## src/rtl/wb_sched_pkg.sv

```systemverilog
// Shared types and constants for the register-file writeback scheduler.
package wb_sched_pkg;

    localparam int unsigned XLEN   = 32;
    localparam int unsigned NREG   = 32;
    localparam int unsigned RID_W  = 5;

    typedef logic [RID_W-1:0] reg_id_t;

    // One writeback request from a long-latency unit
    typedef struct packed {
        logic            valid;
        reg_id_t         rd;
        logic [XLEN-1:0] data;
    } wb_req_t;

endpackage

```

## src/rtl/wb_rr_arb.sv

```systemverilog
// Two-way round-robin arbiter; rr_ptr names the preferred requester on contention.
module wb_rr_arb (
    input  logic       clk,
    input  logic       rst_n,
    input  logic [1:0] req,
    input  logic       en,
    output logic [1:0] gnt
);

    logic rr_ptr;

    always_comb begin
        gnt = 2'b00;
        if (en) begin
            if (req == 2'b11) begin
                gnt = rr_ptr ? 2'b10 : 2'b01;
            end else begin
                gnt = req;
            end
        end
    end

    // After a grant, point at the unit that was not served
    always_ff @(posedge clk or negedge rst_n) begin
        if (!rst_n) begin
            rr_ptr <= 1'b0;
        end else if (|gnt) begin
            rr_ptr <= gnt[0];
        end
    end

endmodule

```

## src/rtl/wb_scheduler.sv

```systemverilog
// Writeback scheduler: shares the register-file write port between the ALU and two
// long-latency units, scoreboards outstanding LL results. Optional checker: WB_SCHED_ERR_EN.
module wb_scheduler
    import wb_sched_pkg::*;
#(
    parameter int unsigned STARVE_LIMIT = 4
) (
    input  logic            clk,
    input  logic            rst_n,
    input  logic            issue_valid,
    input  reg_id_t         issue_rs1,
    input  reg_id_t         issue_rs2,
    input  reg_id_t         issue_rd,
    input  logic            issue_long,
    output logic            issue_stall,
    input  logic            alu_wb_valid,
    input  reg_id_t         alu_wb_rd,
    input  logic [XLEN-1:0] alu_wb_data,
    input  logic            ll0_valid,
    input  reg_id_t         ll0_rd,
    input  logic [XLEN-1:0] ll0_data,
    output logic            ll0_ready,
    input  logic            ll1_valid,
    input  reg_id_t         ll1_rd,
    input  logic [XLEN-1:0] ll1_data,
    output logic            ll1_ready,
    output reg_id_t         rf_rd_id,
    output logic [XLEN-1:0] rf_rd_data,
    output logic            busy,
    output logic            err
);

    localparam int unsigned CNT_W = 4;

    wb_req_t          ll0_req;
    wb_req_t          ll1_req;
    wb_req_t          gnt_req_c;
    logic [NREG-1:1]  sb_q;
    logic [NREG-1:0]  sb_vec;
    logic [CNT_W-1:0] starve_cnt_q;
    logic [1:0]       gnt;
    logic             hazard_c;
    logic             starve_c;
    logic             issue_acc_c;
    logic             alu_own_c;
    logic             ll_grant_c;
    logic             ll_wr_c;
    logic             sb_set_c;

    assign ll0_req = '{valid: ll0_valid, rd: ll0_rd, data: ll0_data};
    assign ll1_req = '{valid: ll1_valid, rd: ll1_rd, data: ll1_data};

    // Register 0 is never scoreboarded
    assign sb_vec      = {sb_q, 1'b0};
    assign hazard_c    = sb_vec[issue_rs1] | sb_vec[issue_rs2] | sb_vec[issue_rd];
    assign starve_c    = (starve_cnt_q == CNT_W'(STARVE_LIMIT));
    assign issue_stall = (issue_valid & hazard_c) | starve_c;
    assign issue_acc_c = issue_valid & ~issue_stall;
    assign sb_set_c    = issue_acc_c & issue_long & (issue_rd != '0);
    assign busy        = |sb_q;

    // A write to x0 is a no-op and leaves the port free for LL units
    assign alu_own_c = alu_wb_valid & (alu_wb_rd != '0);

    wb_rr_arb u_arb (
        .clk   (clk),
        .rst_n (rst_n),
        .req   ({ll1_req.valid, ll0_req.valid}),
        .en    (~alu_own_c),
        .gnt   (gnt)
    );

    assign ll0_ready  = gnt[0];
    assign ll1_ready  = gnt[1];
    assign ll_grant_c = |gnt;
    assign gnt_req_c  = gnt[1] ? ll1_req : ll0_req;
    assign ll_wr_c    = ll_grant_c & (gnt_req_c.rd != '0);

    // Write-port mux; an LL grant to x0 naturally yields rf_rd_id = 0
    always_comb begin
        rf_rd_id   = '0;
        rf_rd_data = '0;
        if (alu_own_c) begin
            rf_rd_id   = alu_wb_rd;
            rf_rd_data = alu_wb_data;
        end else if (ll_grant_c) begin
            rf_rd_id   = gnt_req_c.rd;
            rf_rd_data = gnt_req_c.data;
        end
    end

    always_ff @(posedge clk or negedge rst_n) begin
        if (!rst_n) begin
            sb_q <= '0;
        end else begin
            if (ll_wr_c) begin
                sb_q[gnt_req_c.rd] <= 1'b0;
            end
            if (sb_set_c) begin
                sb_q[issue_rd] <= 1'b1;
            end
        end
    end

    // Counts cycles a pending LL request is denied the port
    always_ff @(posedge clk or negedge rst_n) begin
        if (!rst_n) begin
            starve_cnt_q <= '0;
        end else if (ll_grant_c || !(ll0_valid || ll1_valid)) begin
            starve_cnt_q <= '0;
        end else if (!starve_c) begin
            starve_cnt_q <= starve_cnt_q + CNT_W'(1);
        end
    end

`ifdef WB_SCHED_ERR_EN
    logic err_q;
    logic ll0_pend_q;
    logic ll1_pend_q;
    logic err_set_c;

    always_comb begin
        err_set_c = 1'b0;
        if (alu_own_c && sb_vec[alu_wb_rd]) begin
            err_set_c = 1'b1;
        end
        if (ll_wr_c && !sb_vec[gnt_req_c.rd]) begin
            err_set_c = 1'b1;
        end
        if ((ll0_pend_q && !ll0_valid) || (ll1_pend_q && !ll1_valid)) begin
            err_set_c = 1'b1;
        end
    end

    always_ff @(posedge clk or negedge rst_n) begin
        if (!rst_n) begin
            err_q      <= 1'b0;
            ll0_pend_q <= 1'b0;
            ll1_pend_q <= 1'b0;
        end else begin
            err_q      <= err_q | err_set_c;
            ll0_pend_q <= ll0_valid & ~ll0_ready;
            ll1_pend_q <= ll1_valid & ~ll1_ready;
        end
    end

    assign err = err_q;
`else
    assign err = 1'b0;
`endif

endmodule

```

## config.mk

```make
export PLATFORM = sky130hd
export DESIGN_NAME = wb_scheduler
export DESIGN_NICKNAME = d
export VERILOG_FILES = /design/src/rtl/wb_sched_pkg.sv /design/src/rtl/wb_rr_arb.sv /design/src/rtl/wb_scheduler.sv
export SDC_FILE = /design/constraint.sdc
export NUM_CORES = 1
export LEC_CHECK = 0
export CAP_MARGIN = 20
export CORE_MARGIN = 8
export CORE_UTILIZATION = 45
export DETAILED_ROUTE_END_ITERATION = 8
export PLACE_DENSITY = 0.93
export SLEW_MARGIN = 20
export SYNTH_ARGS = -nofsm -noshare
export SYNTH_HDL_FRONTEND = slang
export SYNTH_SLANG_ARGS = --single-unit
```

## constraint.sdc

```tcl
create_clock -name clk -period 9.6 [get_ports clk]
set_input_delay 1.92 -clock clk [delete_from_list [all_inputs] [get_ports clk]]
set_output_delay 1.92 -clock clk [all_outputs]
set_load 0.01 [all_outputs]
```

==> out/metrics.cfg, run 1 <==
[logic_synthesis]
yosys.area.top_type=dfrtp_1
ys_warn_count=0
synth_edf_count=0
synth_top_cell_area_share_pct=25.1
yosys-top-cells-area=dfrtp_1 (25%), mux2i_1 (12%), o21ai_0 (10%)
ys_types=58
synth_fp_nets=544
synthFlopType=dfrtp_1
synth_area_per_cell_um2=8.76
syn_inst=409
syn_area_mm2=0.00358
ys_seq_area_share_pct=25.1
ys_async_sr_fraction_pct=100
ys_ff_latch=36

[floorplan]
die_w_um=105
num_rows=32
core_mm2=0.00773
dieArea_mm2=0.0111
die_h_um=105
initial_core_util_pct=46.4
io_pins=175

[clocking]
clkLatencyLatePin_ns=0.30
cts_resized=0
clockBufferDepth=2
clk_pin_slew_worst_paths_ns=0.08
tritoncts=built
cts.sinks=36
holdBufCountCts=0
cts_made_buffers=5
ctsRootBufferMaster=clkbuf_8
postCtsSetupRepairBufs=0
h-tree-depth=2

[critical_path]
r2r_slack_ns=6.13
critPathRequiredTime_ns=7.68
start_kind=input port
cp_max_fo=32
critical_path_class=input port to primary output
cp-end-kind=primary output
worstPathArrival_ns=5.84

[place]
gp_congestion=0.920
dp_hpwl_um=12100
post-place-cells=657
place_ws_ns=1.82
placed_area_mm2=0.00528
portBuffers=173

[drt]
first_pass_iters=5
wire_per_inst_um=22.4
drtIter0Drc=362
route.detailed.drc=0
vias_per_cell=6.36
vias=4232
drtAntennaViolNets=0
routed_wirelength_um=14900

[sta]
timing.slew.headroom_pct=37.2
report.final.slew_viol_count=0
rsz0062_at_grt=no
period_share_pct=80.9
fin_crit_ns=7.76
clock_skew_ns=0.00630
setup_viol=0
clock.fmax_mhz=129
hold_viol_final=0
tns_ns=0
tightest_slew_ns=0.938
fin_ws_ns=1.84

[global_route]
antenna_found_initial=0
grt_overflow=0
grt_use_total_pct=26.4
grt_pass1_wl_um=23800
grt_pass1_vias=4403
grt_max_degree=40

[cells_and_area]
antennaDiodeCount=0
finalNonFillerCells=665
syn_to_final_growth_pct=49.9
layout_common_cells=clkdlybuf4s50_1 (173), o21ai_0 (74), mux2i_1 (43)
nNetsFinal=697
final_area_mm2=0.00537
final_common_cell=clkdlybuf4s50_1
drive_gt1_share_pct=6.22

[power]
ir_drop_mv=0.0544
finalPower_mw=0.596
leakagePower_nw=2.18
power.density_mw_per_mm2=111

[flow_run]
drv_cap=0

[outcome]
run_status=finished, final reports clean

[min_path]
hold_class=flop to flop

through the flow:
stage | hold WS (ns) | utilization [%]
2_1_floorplan | 0.473 | -
3_3_place_gp | 0.490 | 68.3
3_5_place_dp | 0.514 | 68.3
4_1_cts | 0.532 | 69.4
5_1_grt | 0.540 | 69.5
6_report | 0.529 | 69.5
Yosys cell counts, types with 4 or more instances:
cell type	number
nand2_1	42
nor2_1	17
nor3_1	4
a31oi_1	4
mux4_1	4
mux2i_1	43
buf_1	4
mux2_2	5
buf_6	7
dfrtp_1	36
clkbuf_1	13
or4_1	4
mux4_2	12
o41ai_1	24
nor2b_1	6
inv_1	11
a21oi_1	5
nand3_1	7
nand3b_1	6
nor4_1	8
nand4_1	5
o21ai_0	75
and3_1	5
o31ai_1	12
sequential cells by signal (all words and copies together) (netlist names):
register      flops
u_arb.rr_ptr      1
starve_cnt_q      4
sb_q             31
report_power, final:
part           switching, mW  internal (mW)  total (mW)  leakage [nW]
clock network         0.0581         0.0505       0.109        0.0479
registers             0.0397          0.176       0.215         0.484
logic                  0.122          0.150       0.273          1.65
critical path, cell delays in order:
cell and delay (ns):
clkdlybuf4s50_1 0.68, mux4_1 0.60, mux2_2 0.27, and3_1 0.18, or4_1 0.52, or4_2 0.90
a21bo_1 0.30, clkdlybuf4s50_1 0.49
path summary, 6_finish.rpt:
kind	from	end	depth (start not counted)
setup / recovery	issue_rs2[1]	issue_stall	8
hold / removal	u_arb.rr_ptr	u_arb.rr_ptr	1
setup reg to reg	sb_q[18]	sb_q[2]	6
hold reg to reg	u_arb.rr_ptr	u_arb.rr_ptr	1
max in group asynchronous	rst_n	sb_q[5]	2
min in group asynchronous	rst_n	sb_q[21]	2
layout make-up:
cell class              count  area, um2
inverters                  12       45.0
fillers                   572       2360
repair buffers            176       1750
clock inverters             3       18.8
multi-input cells         331       2450
flip-flops and latches     36        901
well taps                 102        128
clock buffers               5       68.8
layer usage:
metal  part of all wire, %  GRT usage, %  up-vias
met3                    12          9.50       49
li1                      -             -     1924
met4                   3.7          11.8        0
met2                    49          44.1      290
met5                     0             0        -
met1                    36          29.5     1969
logic make-up (layout without fill, tap and decap cells):
| family | after synthesis | count (layout) | synth area share [%] |
|---|---|---|---|
| other | 1 | 1 | 0.105 |
| buffers and inverters | 42 | 196 | 6.70 |
| adders and majority gates | 2 | 2 | 0.698 |
| xor gates and xnor gates | 2 | 2 | 0.489 |
| muxes | 64 | 64 | 24.1 |
| and+or+nand+nor | 118 | 118 | 17.1 |
| AOI/OAI and AO/OA | 144 | 144 | 25.7 |
| DFF | 36 | 36 | 25.1 |
No activity file was read; power rests on OpenSTA's default activity.
==> run 2: changes to the inputs <==
--- a/config.mk
+++ b/config.mk
@@ -7,9 +7,9 @@
 export LEC_CHECK = 0
 export CAP_MARGIN = 20
 export CORE_MARGIN = 8
-export CORE_UTILIZATION = 45
+export CORE_UTILIZATION = 38
 export DETAILED_ROUTE_END_ITERATION = 8
-export PLACE_DENSITY = 0.93
+export PLACE_DENSITY = 0.84
 export SLEW_MARGIN = 20
 export SYNTH_ARGS = -nofsm -noshare
 export SYNTH_HDL_FRONTEND = slang
==> constraint.sdc (replaced) <==
create_clock -name clk -period 6.4 [get_ports clk]
set_input_delay 1.28 -clock clk [delete_from_list [all_inputs] [get_ports clk]]
set_output_delay 1.28 -clock clk [all_outputs]
set_load 0.01 [all_outputs]
==> run 2 against run 1 <==
- largest cell class unchanged
- global-route usage decreased by 3.3 points
- combinational power is 50% higher
- critical path type unchanged
- non-clock buffer count grew 5
- first-iteration DRC count decreased by 22%
- count of clock-buffer cells in the layout grew 2
- total power is 59% higher
- hold slack improved by 0.014 ns
- sequential share of layout area shrank 0.25 points
- clock power is 100% higher
- setup slack got worse by 1.4 ns
==> out/metrics.cfg, run 2 (synthesis results as in run 1) <==
[floorplan]
core_mm2=0.00920  ; +19%
die_h_um=113  ; +7.5%
initial_core_util_pct=39.0  ; -7.4 points
die_w_um=113  ; +7.5%
num_rows=35  ; +9.4%
dieArea_mm2=0.0128  ; +16%
io_pins=175  ; unchanged

[cells_and_area]
syn_to_final_growth_pct=52.1
largest_register=sb_q
largest_reg_flops=31  ; unchanged
nNetsFinal=702  ; +0.72%
antennaDiodeCount=0  ; unchanged
layout_common_cells=clkdlybuf4s50_1 (173), o21ai_0 (74), mux2i_1 (43)
final_common_cell=clkdlybuf4s50_1
top_regs=sb_q x31, starve_cnt_q x4, u_arb.rr_ptr x1
drive_gt1_share_pct=6.87  ; +0.65 points
fillers=820  ; +43%

[power]
ir_drop_mv=0.0827  ; +52%
seq_power_share_pct=33.8  ; -2.3 points
switching_share_pct=33.7  ; -3.2 points
combPwrFrac_pct=43.1  ; -2.6 points
power.internal_mw=0.629  ; +67%
clkPwrFrac_pct=23.0  ; +4.8 points
leakagePower_nw=2.21  ; +1.7%
power.density_mw_per_mm2=174  ; +57%
p_sw_mw=0.319  ; +45%

[place]
dp_hpwl_um=12400  ; +2.3%
portBuffers=173  ; unchanged
gp_congestion=0.961  ; +4.5%

[drt]
drtIter0Drc=284  ; -22%
wire_per_inst_um=22.1  ; -1.5%
routed_wirelength_um=15000  ; +0.60%
drtAntennaViolNets=0  ; unchanged
route.detailed.drc=0  ; unchanged
vias=4231  ; -0.024%
first_pass_iters=5  ; unchanged
vias_per_cell=6.23  ; -2.1%

[global_route]
grt_use_total_pct=23.0  ; -3.3 points
grt_overflow=0  ; unchanged
grt_pass1_wl_um=23600  ; -0.95%
grt_max_degree=37  ; -7.5%
grt_pass1_vias=4264  ; -3.2%
antenna_found_initial=0  ; unchanged

[clocking]
cts_resized=0  ; unchanged
tritoncts=built
cts.sinks=36  ; unchanged
clockBufferDepth=2  ; unchanged
cts_made_buffers=5  ; unchanged
clk_pin_slew_worst_paths_ns=0.07  ; about the same
postCtsSetupRepairBufs=0  ; unchanged
clkLatencyLatePin_ns=0.29  ; about the same
holdBufCountCts=0  ; unchanged
ctsRootBufferMaster=clkbuf_8
h-tree-depth=2  ; unchanged

[critical_path]
critPathRequiredTime_ns=5.12  ; -2.56 ns
cp_max_fo=7  ; -78%
worstPathArrival_ns=4.71  ; -1.13 ns
cp-end-kind=primary output
critical_path_class=input port to primary output
start_kind=input port

[sta]
rsz0062_at_grt=no
clock_skew_ns=0.00989  ; +0.00359 ns
timing.slew.headroom_pct=45.0  ; +7.8 points
hold_viol_final=0  ; unchanged
setup_viol=0  ; unchanged
period_share_pct=93.5
tightest_slew_ns=0.821  ; -0.117 ns
clock.fmax_mhz=167
tns_ns=0  ; unchanged
holdWs_ns=0.544  ; +0.0145 ns
report.final.slew_viol_count=0  ; unchanged
fin_crit_ns=5.99

[min_path]
hold_class=flop to flop

[flow_run]
drv_cap=0  ; unchanged

[outcome]
run_status=finished, final reports clean

==> run 2: cell types whose count changed in the layout (fill, tap and decap cells not counted) <==
cell and delta:
nand2b_4 -1, clkinv_4 -1, or4_1 +1, clkbuf_8 +2, bufinv_16 +1, buf_4 +5, or4_2 -1, nand2b_2 +1
clkinv_2 -2
==> run 2: stage by stage <==
step	util, %	instances	power (mW)	setup WS [ns]	area (um2)
CTS	59.3	679	0.946	0.406	5450
global placement	57.9	671	0.714	0.473	5330
floorplan	-	409	0.533	1.40	3580
detailed placement	57.9	671	0.729	0.419	5330
global route	59.3	679	0.995	0.336	5450
finish	59.3	679	0.948	0.415	5450
==> run 2: power by group through the flow <==
| stage | Clock [mW] | Sequential [mW] | Combinational [mW] |
|---|---|---|---|
| global route | 0.229 | 0.325 | 0.441 |
| floorplan | 0 | 0.296 | 0.237 |
| CTS | 0.219 | 0.317 | 0.410 |
| detailed placement | 0 | 0.321 | 0.408 |
| finish | 0.218 | 0.321 | 0.409 |
| global placement | 0 | 0.318 | 0.397 |
==> run 2: per-layer routing <==
layer	wire length, um	global-route usage, %	vias to the layer above
met2	7540	40.1	263
met4	285	7.02	0
met5	0	0	-
met3	1910	9.16	17
met1	5270	25.2	2029
li1	-	-	1922
==> run 2: worst max-delay path, stage by stage <==
cell	delay, ns
clkdlybuf4s50_1	0.67
mux4_1	0.61
mux2_2	0.27
and3_1	0.18
or4_1	0.49
or4_1	0.50
a21bo_1	0.23
clkdlybuf4s50_1	0.48
==> run 2: final timing paths <==
path | start | to | slack (ns) | cells after the start
min reg2reg | starve_cnt_q[3] | starve_cnt_q[3] | 0.54 | 2
min in group asynchronous | rst_n | sb_q[17] | 1.41 | 2
max in group asynchronous | rst_n | sb_q[9] | 4.66 | 2
max reg2reg | sb_q[19] | sb_q[27] | 3.17 | 7
min | starve_cnt_q[3] | starve_cnt_q[3] | 0.54 | 2
max | issue_rs2[1] | issue_stall | 0.41 | 8
==> run 2: area by class of cell <==
cell class                      count  area [um2]  area share (%)
Clock buffer                        7        96.3            1.77
Clock inverter                      1        30.0           0.551
Inverter                           12        45.0           0.826
Multi-Input combinational cell    331        2450            44.9
Sequential cell                    36         901            16.5
Tap cell                          111         139            2.55
Timing Repair Buffer              181        1790            32.9
